`src/rtl/timerio_if.sv`:
```
// timerio_if: cpu68 (6801) peripheral bus bundle for one I/O responder.
//   cs  - chip select (address decode AND vma), driven by the CPU side
//   rw  - 1 = read, 0 = write
//   AD  - register select
//   DI  - write data from the CPU
//   DO  - read data back to the CPU
// The CPU side uses the master modport. The peripheral uses the slave modport.
interface timerio_if;
    logic       cs;
    logic       rw;
    logic [2:0] AD;
    logic [7:0] DI;
    logic [7:0] DO;

    modport master (
        output cs,
        output rw,
        output AD,
        output DI,
        input  DO
    );

    modport slave (
        input  cs,
        input  rw,
        input  AD,
        input  DI,
        output DO
    );
endinterface

```
`src/rtl/timerio.sv`:
```
// timerio: memory-mapped 16-bit down-counting timer on the cpu68 peripheral bus.
// It has an 8-bit prescaler and a sticky overflow flag with an interrupt enable.
//   clk - sys_clk. All state changes happen on its rising edge.
//   rst - synchronous, active-high reset
//   bus - slave side of the peripheral bus (cs/rw/AD/DI/DO)
//   irq - level interrupt, OVF & IE
// Register map (AD):
//   0 CTRL  {EN, PERIODIC, IE} in b0..b2
//   1 STAT  b0 OVF (write 1 to clear), b1 RUN
//   2 PRESC
//   3 RELH
//   4 RELL
//   5 CNTH  live count high byte. A read also latches the low byte into the shadow.
//   6 CNTL  the latched shadow
//   7 reads 0
module timerio #(
    parameter logic [15:0] RESET_RELOAD   = 16'hFFFF,
    parameter logic [7:0]  RESET_PRESCALE = 8'h00
) (
    input  logic        clk,
    input  logic        rst,
    timerio_if.slave    bus,
    output logic        irq
);

    localparam logic [2:0] AddrCtrl  = 3'd0;
    localparam logic [2:0] AddrStat  = 3'd1;
    localparam logic [2:0] AddrPresc = 3'd2;
    localparam logic [2:0] AddrRelH  = 3'd3;
    localparam logic [2:0] AddrRelL  = 3'd4;
    localparam logic [2:0] AddrCntH  = 3'd5;
    localparam logic [2:0] AddrCntL  = 3'd6;

    logic        en_q, en_d;
    logic        per_q, per_d;
    logic        ie_q, ie_d;
    logic        ovf_q, ovf_d;
    logic [7:0]  presc_q, presc_d;
    logic [7:0]  pcnt_q, pcnt_d;
    logic [15:0] reload_q, reload_d;
    logic [15:0] count_q, count_d;
    logic [7:0]  shadow_q, shadow_d;

    logic wr, rd;
    logic wr_ctrl, wr_stat, wr_presc, wr_relh, wr_rell;
    logic rd_cnth;
    logic tick, expire, start;

    // Bus strobes
    always_comb begin
        wr       = bus.cs & ~bus.rw;
        rd       = bus.cs & bus.rw;
        wr_ctrl  = wr && (bus.AD == AddrCtrl);
        wr_stat  = wr && (bus.AD == AddrStat);
        wr_presc = wr && (bus.AD == AddrPresc);
        wr_relh  = wr && (bus.AD == AddrRelH);
        wr_rell  = wr && (bus.AD == AddrRelL);
        rd_cnth  = rd && (bus.AD == AddrCntH);
    end

    // The tick and expiry use pre-edge state. A CTRL write on the same edge
    // changes only what happens after that edge.
    always_comb begin
        tick   = en_q && (pcnt_q == presc_q);
        expire = tick && (count_q == 16'h0000);
        // EN can only rise while stopped, so a start never coincides with a tick.
        start  = wr_ctrl && bus.DI[0] && !en_q;
    end

    // Next-state logic
    always_comb begin
        en_d     = en_q;
        per_d    = per_q;
        ie_d     = ie_q;
        ovf_d    = ovf_q;
        presc_d  = presc_q;
        pcnt_d   = pcnt_q;
        reload_d = reload_q;
        count_d  = count_q;
        shadow_d = shadow_q;

        // Prescaler: wraps after PRESC, giving a tick every PRESC+1 clocks
        if (en_q) begin
            pcnt_d = tick ? 8'h00 : pcnt_q + 8'h01;
        end
        if (start || wr_presc) begin
            pcnt_d = 8'h00;
        end

        // Counter
        if (tick) begin
            if (count_q != 16'h0000) begin
                count_d = count_q - 16'h0001;
            end else if (per_q) begin
                count_d = reload_q;
            end else begin
                count_d = 16'h0000;
            end
        end
        if (start) begin
            count_d = reload_q;
        end

        // One-shot expiry stops the timer. An explicit CTRL write on the same
        // edge takes precedence.
        if (expire && !per_q) begin
            en_d = 1'b0;
        end
        if (wr_ctrl) begin
            en_d  = bus.DI[0];
            per_d = bus.DI[1];
            ie_d  = bus.DI[2];
        end

        // If an expiry and a write-1-clear land on the same edge, the set wins.
        if (wr_stat && bus.DI[0]) begin
            ovf_d = 1'b0;
        end
        if (expire) begin
            ovf_d = 1'b1;
        end

        if (wr_presc) begin
            presc_d = bus.DI;
        end
        if (wr_relh) begin
            reload_d[15:8] = bus.DI;
        end
        if (wr_rell) begin
            reload_d[7:0] = bus.DI;
        end

        // Latch the low byte as the high byte is read, so CNTH then CNTL is coherent.
        if (rd_cnth) begin
            shadow_d = count_q[7:0];
        end
    end

    always_ff @(posedge clk) begin
        if (rst) begin
            en_q     <= 1'b0;
            per_q    <= 1'b0;
            ie_q     <= 1'b0;
            ovf_q    <= 1'b0;
            presc_q  <= RESET_PRESCALE;
            pcnt_q   <= 8'h00;
            reload_q <= RESET_RELOAD;
            count_q  <= 16'h0000;
            shadow_q <= 8'h00;
        end else begin
            en_q     <= en_d;
            per_q    <= per_d;
            ie_q     <= ie_d;
            ovf_q    <= ovf_d;
            presc_q  <= presc_d;
            pcnt_q   <= pcnt_d;
            reload_q <= reload_d;
            count_q  <= count_d;
            shadow_q <= shadow_d;
        end
    end

    // Read mux. It depends only on AD and register state, not on cs.
    always_comb begin
        bus.DO = 8'h00;
        case (bus.AD)
            AddrCtrl:  bus.DO = {5'b00000, ie_q, per_q, en_q};
            AddrStat:  bus.DO = {6'b000000, en_q, ovf_q};
            AddrPresc: bus.DO = presc_q;
            AddrRelH:  bus.DO = reload_q[15:8];
            AddrRelL:  bus.DO = reload_q[7:0];
            AddrCntH:  bus.DO = count_q[15:8];
            AddrCntL:  bus.DO = shadow_q;
            default:   bus.DO = 8'h00;
        endcase
    end

    assign irq = ovf_q & ie_q;

endmodule
```
`src/flat_wrapper.sv`:
```
// flat-port wrapper written by rule: the top's interface ports become plain ports
module timerio_flat 
#(
    parameter logic [15:0] RESET_RELOAD   = 16'hFFFF,
    parameter logic [7:0]  RESET_PRESCALE = 8'h00
)
  (clk, rst, irq, bus_cs, bus_rw, bus_AD, bus_DI, bus_DO);
  timerio_if bus_i ();
  input  logic clk;
  input  logic rst;
  output logic irq;
  input wire logic [$bits(bus_i.cs)-1:0] bus_cs;
  input wire logic [$bits(bus_i.rw)-1:0] bus_rw;
  input wire logic [$bits(bus_i.AD)-1:0] bus_AD;
  input wire logic [$bits(bus_i.DI)-1:0] bus_DI;
  output wire logic [$bits(bus_i.DO)-1:0] bus_DO;
  assign bus_i.cs = bus_cs;
  assign bus_i.rw = bus_rw;
  assign bus_i.AD = bus_AD;
  assign bus_i.DI = bus_DI;
  assign bus_DO = bus_i.DO;
  timerio #(.RESET_RELOAD(RESET_RELOAD), .RESET_PRESCALE(RESET_PRESCALE)) u_core (.clk(clk), .rst(rst), .bus(bus_i), .irq(irq));
endmodule
```
`config.mk`:
```
export PLATFORM = sky130hd
export DESIGN_NAME = timerio_flat
export DESIGN_NICKNAME = d
export VERILOG_FILES = /design/src/rtl/timerio_if.sv /design/src/rtl/timerio.sv /design/src/flat_wrapper.sv
export SDC_FILE = /design/constraint.sdc
export NUM_CORES = 1
export LEC_CHECK = 0
export ABC_AREA = 1
export CAP_MARGIN = 20
export CORE_UTILIZATION = 60
export CTS_BUF_LIST = sky130_fd_sc_hd__clkbuf_2 sky130_fd_sc_hd__clkbuf_4 sky130_fd_sc_hd__clkbuf_8
export DETAILED_ROUTE_END_ITERATION = 7
export DONT_BUFFER_PORTS = 1
export PLACE_DENSITY_LB_ADDON = 0.08
export SYNTH_ARGS = -nofsm -noshare
export SYNTH_HDL_FRONTEND = slang
export SYNTH_SLANG_ARGS = --single-unit
```
`constraint.sdc`:
```
create_clock -name clk -period 1.95 [get_ports clk]
set_input_delay 0.2925 -clock clk [delete_from_list [all_inputs] [get_ports clk]]
set_output_delay 0.2925 -clock clk [all_outputs]
set_load 0.005 [all_outputs]
```
==> results.md, run 1 <==
- Outcome: finished clean
- Drt via density: roughly 5.7
- Worst-path clk slew: about 0.07 ns
- Buffers on Ports: 0
- Clock Path Buffers: 2
- Initial antenna violation count: 0
- Share of layout cells above drive strength 1: approximately 11%
- Largest family of logic cells by synthesized area: simple AND/OR/NAND/NOR gates
- Standard-cell rows: 27
- Peak supply drop: slightly above 0.6 mV
- Die Y: just under 80 um
- Min cycle time layout: 1.832 ns
- Simple-gate share of the synthesized area: 33.26%
- Initial DRT Pass Iterations: 5
- Io pins: 24
- Multi-input logic area: about 1900 sq um
- Share of the synthesized area in the top cell type: approximately a third
- Slew Limit Fails: 0
- Reg2Reg Setup Slack: roughly 0.20 ns
- Fin nets: 560
- CTS tree: done
- CTS Sinks: 60
- Netlist Area Pre-Place: between 3000 and 4000 sq um
- Crit path DAT: approximately 1.5 ns
- Core ar.: 5540 sq um
- Sequential-to-total area share from yosys stat: a little over a third
- Worst-Skew Late Latency: between 0.3 and 0.4 ns
- Worst endpoint required time: 1.66 ns
- Number of global-route vias before repair: roughly 3200
- Crit Path Max Fanout: 6
- WHS Endpoint: u_core.reload_q[8]$_SDFFE_PP1P_
- Routed WL per cell: around 16 um
- Commonest non-fill, non-tap cell in the layout: nand2_1
- Starting Density: 62.26%
- Post-Synth Adder-Cell Area: 1.088%
- RD Place Congestion: ~0.96
- GRT overflow: 0
- Hold wc startpoint: rst
- Final hold viol count: 0
- HPWL Detailed: approximately 7.4 mm
- Register area: 1201 sq um
- Complex-gate fraction of the synthesized area: between 15 and 20%
- Crit Path Class: flip-flop to output port
- Relative slew slack: ~64%
- Slew @ Worst Pin: 0.5444 ns
- Max-cap violation count: 0
- Syn Area/Cell: between 6 and 7 sq um
- Final Skew: about 0.0094 ns
- Area Growth Syn to Fin: 10.45%
- Post-Synth XOR/XNOR Area: ~3.6%
- Post-Route Setup TNS: 0 ns
- Final period util: a little over nine tenths
- Number of distinct library cells after synthesis: 31
- Total power: 0.002857 W
- Ant diodes: 0
- Leak: 1.755 nW
- Cells after synthesis: about 530
- Clock root buffer master: clkbuf_8
- Drt initial violations: approximately 250
- RSZ-0062 raised after global routing: false
- Filler cell count: ~520
- Global-route wire length before repair: about 16 mm
- Worst R2R Path Depth: 9
- Remaining DRCs: 0
- Vias: roughly 3500
- Fmax: about 550 MHz
- Worst Hold Class: primary input to flip-flop
- Largest net degree at the start of global routing: 26
- Synth Register Bits: 60
- YS warnings: 0
- Critical path startpoint category: flip-flop
- Final wirelength: between 9 and 10 mm
- Area contributors post-synth: dfxtp_1 35%, nand2_1 12%, nor2_1 9.9%, inv_1 7.5%, o21ai_0 6.4%
- Yosys top cell by area: dfxtp_1
- Crit. End Element: output port
- H-tree Lvls: 3
- Hold depth: 2
- Worst R2R Start: u_core.count_q[5]$_SDFFE_PP0P_
- Inserted Clock Buffers: 9
- Worst R2R End: u_core.count_q[14]$_SDFFE_PP0P_
- Post-synthesis mux area share: 0%
- Total die area: slightly above 6000 sq um
- Total track usage: 34.60%
- Die W: 77.83 um
- Mapped Nets: around 550
- Leading cell types in the layout, fill and taps excluded: 109 x nand2_1, 91 x nor2_1, 68 x inv_1, 60 x dfxtp_1, 44 x o21ai_0
- PwrDens: about 750 nW/um^2
- DRT antenna net count: 0
- Endpoints failing setup: 0
-- through the flow --
| stage | util [%] | instances | hold WS (ns) | worst slack, ns | cell area, sq um |
|---|---|---|---|---|---|
| final | 68.77 | 619 | 0.04616 | 0.1182 | 3810 |
| after global routing | 68.77 | 619 | 0.05848 | 0.04164 | 3810 |
| after CTS | 68.11 | 616 | 0.02895 | 0.1721 | 3774 |
| after detailed placement | 64.32 | 599 | 0.3652 | 0.1987 | 3563 |
| after global placement | 64.32 | 599 | 0.3636 | 0.2781 | 3563 |
| after floorplan | - | 528 | 0.3616 | 0.5019 | 3450 |
-- layout make-up --
cell class              count  area share [%]
clock inverters             7           2.003
well taps                  72           2.365
clock buffers               9           3.251
repair buffers             16           3.547
inverters                  76           7.586
flip-flops and latches     60           31.53
multi-input cells         379           49.72
-- metal layers --
| layer | vias to the layer above | GRT usage [%] | part of all wire (%) |
|---|---|---|---|
| met3 | 18 | 9.294 | 8.2 |
| met1 | 1642 | 46.77 | 46 |
| met5 | - | 0 | 0 |
| met2 | 130 | 51.86 | 44 |
| li1 | 1737 | - | - |
| met4 | 0 | 13.96 | 1.8 |
-- cell families (layout without fill, tap and decap cells) --
family	Yosys count	in the layout
DFF	60	60
adders and majority gates	3	3
AOI/OAI and AO/OA	102	102
and+or+nand+nor	260	260
xor gates and xnor gates	14	14
buffers and inverters	89	108
-- worst max-delay path, stage by stage (launching register included) --
cell and delay (ns):
dfxtp_1 0.37, inv_1 0.12, o22ai_1 0.12, a221oi_1 0.41, nand2_1 0.16
-- sequential cells by signal (all words and copies together), names as in the netlist --
signal,count
u_core.pcnt_q,8
u_core.en_q,1
u_core.presc_q,8
u_core.ovf_q,1
u_core.reload_q,16
u_core.count_q,16
u_core.shadow_q,8
u_core.ie_q,1
u_core.per_q,1
-- power by group --
group	internal (W)	switching, W	total [W]
Clock	0.000595	0.000557	0.00115
Sequential	0.00125	0.0000234	0.00127
Combinational	0.000155	0.000278	0.000433
-- cell usage after synthesis (all sizes together) --
library cell and number:
ha 3, o221ai 1, o211ai 8, nand4 5, clkbuf 6, nor3 10
xnor2 3, a21oi 26, o21ai 50, nand3 34, a221oi 7, nand2 115
nor3b 1, a31oi 1, xor2 11, dfxtp 60, nor2 94, buf 7
inv 76, or2 1, o22ai 9
-- what timing repair did --
item                                    4_1_cts  5_1_grt
resized for setup                             0        3
hold buffers                                  1        0
endpoints found under the setup margin        0        5
buffers inserted                              0        3
endpoints found under the hold margin         3        0
-- how the worst max path moves through the flow --
stage	cells past startpoint	endpoint	slack, ns	from
6_report	4	bus_DO[1]	0.12	u_core.count_q[9]$_SDFFE_PP0P_
5_1_grt	11	u_core.count_q[4]$_SDFFE_PP0P_	0.04	u_core.count_q[0]$_SDFFE_PP0P_
4_1_cts	11	u_core.count_q[3]$_SDFFE_PP0P_	0.17	u_core.count_q[0]$_SDFFE_PP0P_
3_5_place_dp	11	u_core.count_q[3]$_SDFFE_PP0P_	0.20	u_core.count_q[0]$_SDFFE_PP0P_
3_3_place_gp	11	u_core.count_q[13]$_SDFFE_PP0P_	0.28	u_core.count_q[0]$_SDFFE_PP0P_
2_1_floorplan	8	u_core.count_q[14]$_SDFFE_PP0P_	0.50	u_core.count_q[0]$_SDFFE_PP0P_
Power figures use the tool's default switching activity.
==> run 2, diff against run 1 <==
--- a/config.mk
+++ b/config.mk
@@ -5,12 +5,12 @@
 export SDC_FILE = /design/constraint.sdc
 export NUM_CORES = 1
 export LEC_CHECK = 0
-export ABC_AREA = 1
 export CAP_MARGIN = 20
 export CORE_UTILIZATION = 60
 export CTS_BUF_LIST = sky130_fd_sc_hd__clkbuf_2 sky130_fd_sc_hd__clkbuf_4 sky130_fd_sc_hd__clkbuf_8
 export DETAILED_ROUTE_END_ITERATION = 7
 export DONT_BUFFER_PORTS = 1
+export GPL_TIMING_DRIVEN = 0
 export PLACE_DENSITY_LB_ADDON = 0.08
 export SYNTH_ARGS = -nofsm -noshare
 export SYNTH_HDL_FRONTEND = slang
==> results.md, run 2 <==
- Synth top cells by count: 60 x dfxtp_1, 50 x nand2_1, 33 x mux2i_1
- Final period util: 116.5% (+23 points)
- Area contributors post-synth: dfxtp_1 36%, mux2i_1 10%, nand2_1 5.7%, a21oi_1 3.8%, nor2_1 3.6%
- Seq pwr share: 37.4% (-7.1 points)
- Met2 usage: 58.36% (+6.5 points)
- Netlist Area Pre-Place: 3294 sq um (-4.5%)
- Top flop regs: u_core.count_q: 16 flops, u_core.reload_q: 16 flops
- Dpl ws: -0.3481 ns (-0.5468 ns)
- Failing checks: negative setup slack
- H-tree Lvls: 3 (unchanged)
- Initial antenna violation count: 0 (unchanged)
- Drt initial violations: 314 (+27%)
- Number of global-route vias before repair: 3149 (-0.94%)
- Post-synth EDFFs: 0 (unchanged)
- Worst Hold Class: primary input to flip-flop
- Total die area: 5791 sq um (-4.4%)
- Worst R2R Path Depth: 7 (-2)
- Crit Path Class: flip-flop to flip-flop
- Drt via density: 6.828 (+20%)
- Crit path DAT: 2.50 ns (+0.96 ns)
- Slew Limit Fails: 0 (unchanged)
- Area Growth Syn to Fin: 20.74%
- Yosys top cell by area: dfxtp_1
- Vias: 3339 (-5.3%)
- Grt peak-use layer: met2
- Buffers on Ports: 0 (unchanged)
- Outcome: complete, but fails checks
- Fin nets: 432 (-23%)
- Share of layout cells above drive strength 1: 21.00% (+10 points)
- Fin Hold WS: 0.06742 ns (+0.02127 ns)
- DRT antenna net count: 0 (unchanged)
- Met1 usage: 47.11% (+0.34 points)
- Remaining DRCs: 0 (unchanged)
- Hold Buf Count CTS: 0 (-1)
- Ys flop type: dfxtp_1
- Io pins: 24 (unchanged)
- Crit. End Element: flip-flop
- GRT overflow: 0 (unchanged)
- Final Skew: 0.007333 ns (-0.002067 ns)
- Hold depth: 2 (unchanged)
- Global-route wire length before repair: 16.51 mm (+4.7%)
- Worst endpoint required time: 2.18 ns (+0.52 ns)
- Fmax: 440.3 MHz (-19%)
- RD Place Congestion: 0.9809 (+2.4%)
- HPWL Detailed: 6.995 mm (-6.1%)
- Peak supply drop: 0.5705 mV (-7.7%)
- Commonest non-fill, non-tap cell in the layout: dfxtp_1
- RSZ-0062 raised after global routing: true
- Leak: 1.523 nW (-13%)
- Final Worst Setup Slack: -0.3211 ns (-0.4393 ns)
- Sequential-to-total area share from yosys stat: 36.46% (+1.6 points)
- Share of the synthesized area in the top cell type: 36.46% (+1.6 points)
- Filler cell count: 383 (-26%)
- CTS tree: done
- Max-cap violation count: 0 (unchanged)
- Number of distinct library cells after synthesis: 55 (+77%)
- Endpoints failing setup: 17 (+17)
- Clock root buffer master: clkbuf_8
- Worst-Skew Late Latency: 0.35 ns (about the same)
- Ant diodes: 0 (unchanged)
- Final wirelength: 10.83 mm (+10%)
- PwrDens: 849.3 nW/um^2 (+13%)
- Post-Route Setup TNS: -2.540 ns (-2.540 ns)
- Initial DRT Pass Iterations: 6 (+1)
- Most frequent cell after synthesis: dfxtp_1
- Internal: 0.002529 W (+26%)
- Routed WL per cell: 22.14 um (+40%)
- Met3 usage: 7.425% (-1.9 points)
- Mapped Nets: 409 (-25%)
- Final hold viol count: 0 (unchanged)
- Min cycle time layout: 2.271 ns (+0.4393 ns)
- Slew @ Worst Pin: 0.8205 ns (+0.2761 ns)
- Relative slew slack: 45.00% (-19 points)
- Worst-path clk slew: 0.07 ns (about the same)
- Cells after synthesis: 391 (-26%)
- Critical path startpoint category: flip-flop
- YS warnings: 0 (unchanged)
- Die W: 76.10 um (-2.2%)
- Leading cell types in the layout, fill and taps excluded: 53 x dfxtp_1, 47 x nand2_1, 33 x mux2i_1, 31 x nor2_1, 22 x a21oi_1
- Largest net degree at the start of global routing: 11 (-58%)
- Clock share of power: 46.2% (+5.9 points)
- Ys async rst share: 0% (unchanged)
- Core ar.: 5205 sq um (-6.1%)
- Crit Path Max Fanout: 5 (-1)
- Starting Density: 63.29% (+1.0 points)
- Syn Area/Cell: 8.426 sq um (+29%)
- Standard-cell rows: 26 (-3.7%)
- Clock Path Buffers: 2 (unchanged)
- Switching part of the total power: 25.15% (-4.9 points)
- Die Y: 76.10 um (-2.2%)
- Combinational power share: 16.3% (+1.1 points)
- Total track usage: 37.42% (+2.8 points)
- CTS Sinks: 60 (unchanged)
- NetSw: 0.0008496 W (-0.99%)
- Synth Register Bits: 60 (unchanged)
- Inserted Clock Buffers: 9 (unchanged)
-- run 2: cells by family (layout without fill, tap and decap cells) --
family                   count (synthesis)  after routing  share of synthesized area (%)
AO/OA/AOI/OAI                           84             84                          18.35
XOR/XNOR                                19             19                          5.051
adder cells (fa/ha/maj)                  3              3                          1.140
buffers and inverters                   39             67                          4.975
flip-flops                              60             60                          36.46
multiplexers                            35             35                          11.05
AND/OR/NAND/NOR                        151            151                          22.98
-- run 2: path summary, 6_finish.rpt --
| path | start | endpoint | slack, ns |
|---|---|---|---|
| worst max-delay path | u_core.count_q[5]$_SDFFE_PP0P_ | u_core.count_q[15]$_SDFFE_PP0P_ | -0.32 |
| worst min-delay path | bus_DI[5] | u_core.reload_q[13]$_SDFFE_PP1P_ | 0.07 |
| worst max register to register | u_core.count_q[5]$_SDFFE_PP0P_ | u_core.count_q[15]$_SDFFE_PP0P_ | -0.32 |
| worst min register to register | u_core.ie_q$_SDFFE_PP0N_ | u_core.ie_q$_SDFFE_PP0N_ | 0.49 |
-- run 2: repair_timing --
item	CTS	global route
buffers inserted	13	3
pin swaps	18	15
endpoints found under the setup margin	31	32
gates resized for setup	32	32
gates cloned	2	0
-- run 2: metrics by stage --
stage,std cells,utilization (%),total power (W),instance area [sq um]
finish,489,76.42,0.003378,3978
global route,489,76.42,0.003464,3978
CTS,487,74.25,0.003299,3865
detailed placement,461,65.29,0.001685,3398
global placement,461,65.29,0.001679,3398
floorplan,391,-,0.001598,3311
-- run 2: per-layer routing --
| layer | wire length [um] | vias up |
|---|---|---|
| li1 | - | 1479 |
| met3 | 1116 | 53 |
| met1 | 4103 | 1589 |
| met4 | 603 | 0 |
| met2 | 5004 | 218 |
| met5 | 0 | - |
-- run 2: critical path: stages (launching register included) --
cell and delay [ns]:
dfxtp_4 0.36, or4_4 0.57, nor4_4 0.32, buf_4 0.18, a21o_4 0.16, buf_8 0.14
nand2_2 0.05, a311oi_1 0.37
-- run 2: area by class of cell --
cell class,count,area [sq um],share of cell area [%]
clock inverter,4,120.1,3.020
inverter,6,27.53,0.6920
clock buffer,12,152.6,3.838
sequential,60,1215,30.54
multi-input combinational,292,2061,51.81
timing repair buffer,18,180.2,4.530
buffer,27,133.9,3.366
tap,70,87.58,2.202
-- run 2: power groups by stage --
| stage | combinational [W] | sequential (W) | clock [W] |
|---|---|---|---|
| floorplan | 0.000319 | 0.00128 | 0 |
| global placement | 0.000392 | 0.00129 | 0 |
| detailed placement | 0.000397 | 0.00129 | 0 |
| CTS | 0.000475 | 0.00126 | 0.00156 |
| global route | 0.000580 | 0.00126 | 0.00162 |
| finish | 0.000552 | 0.00126 | 0.00156 |
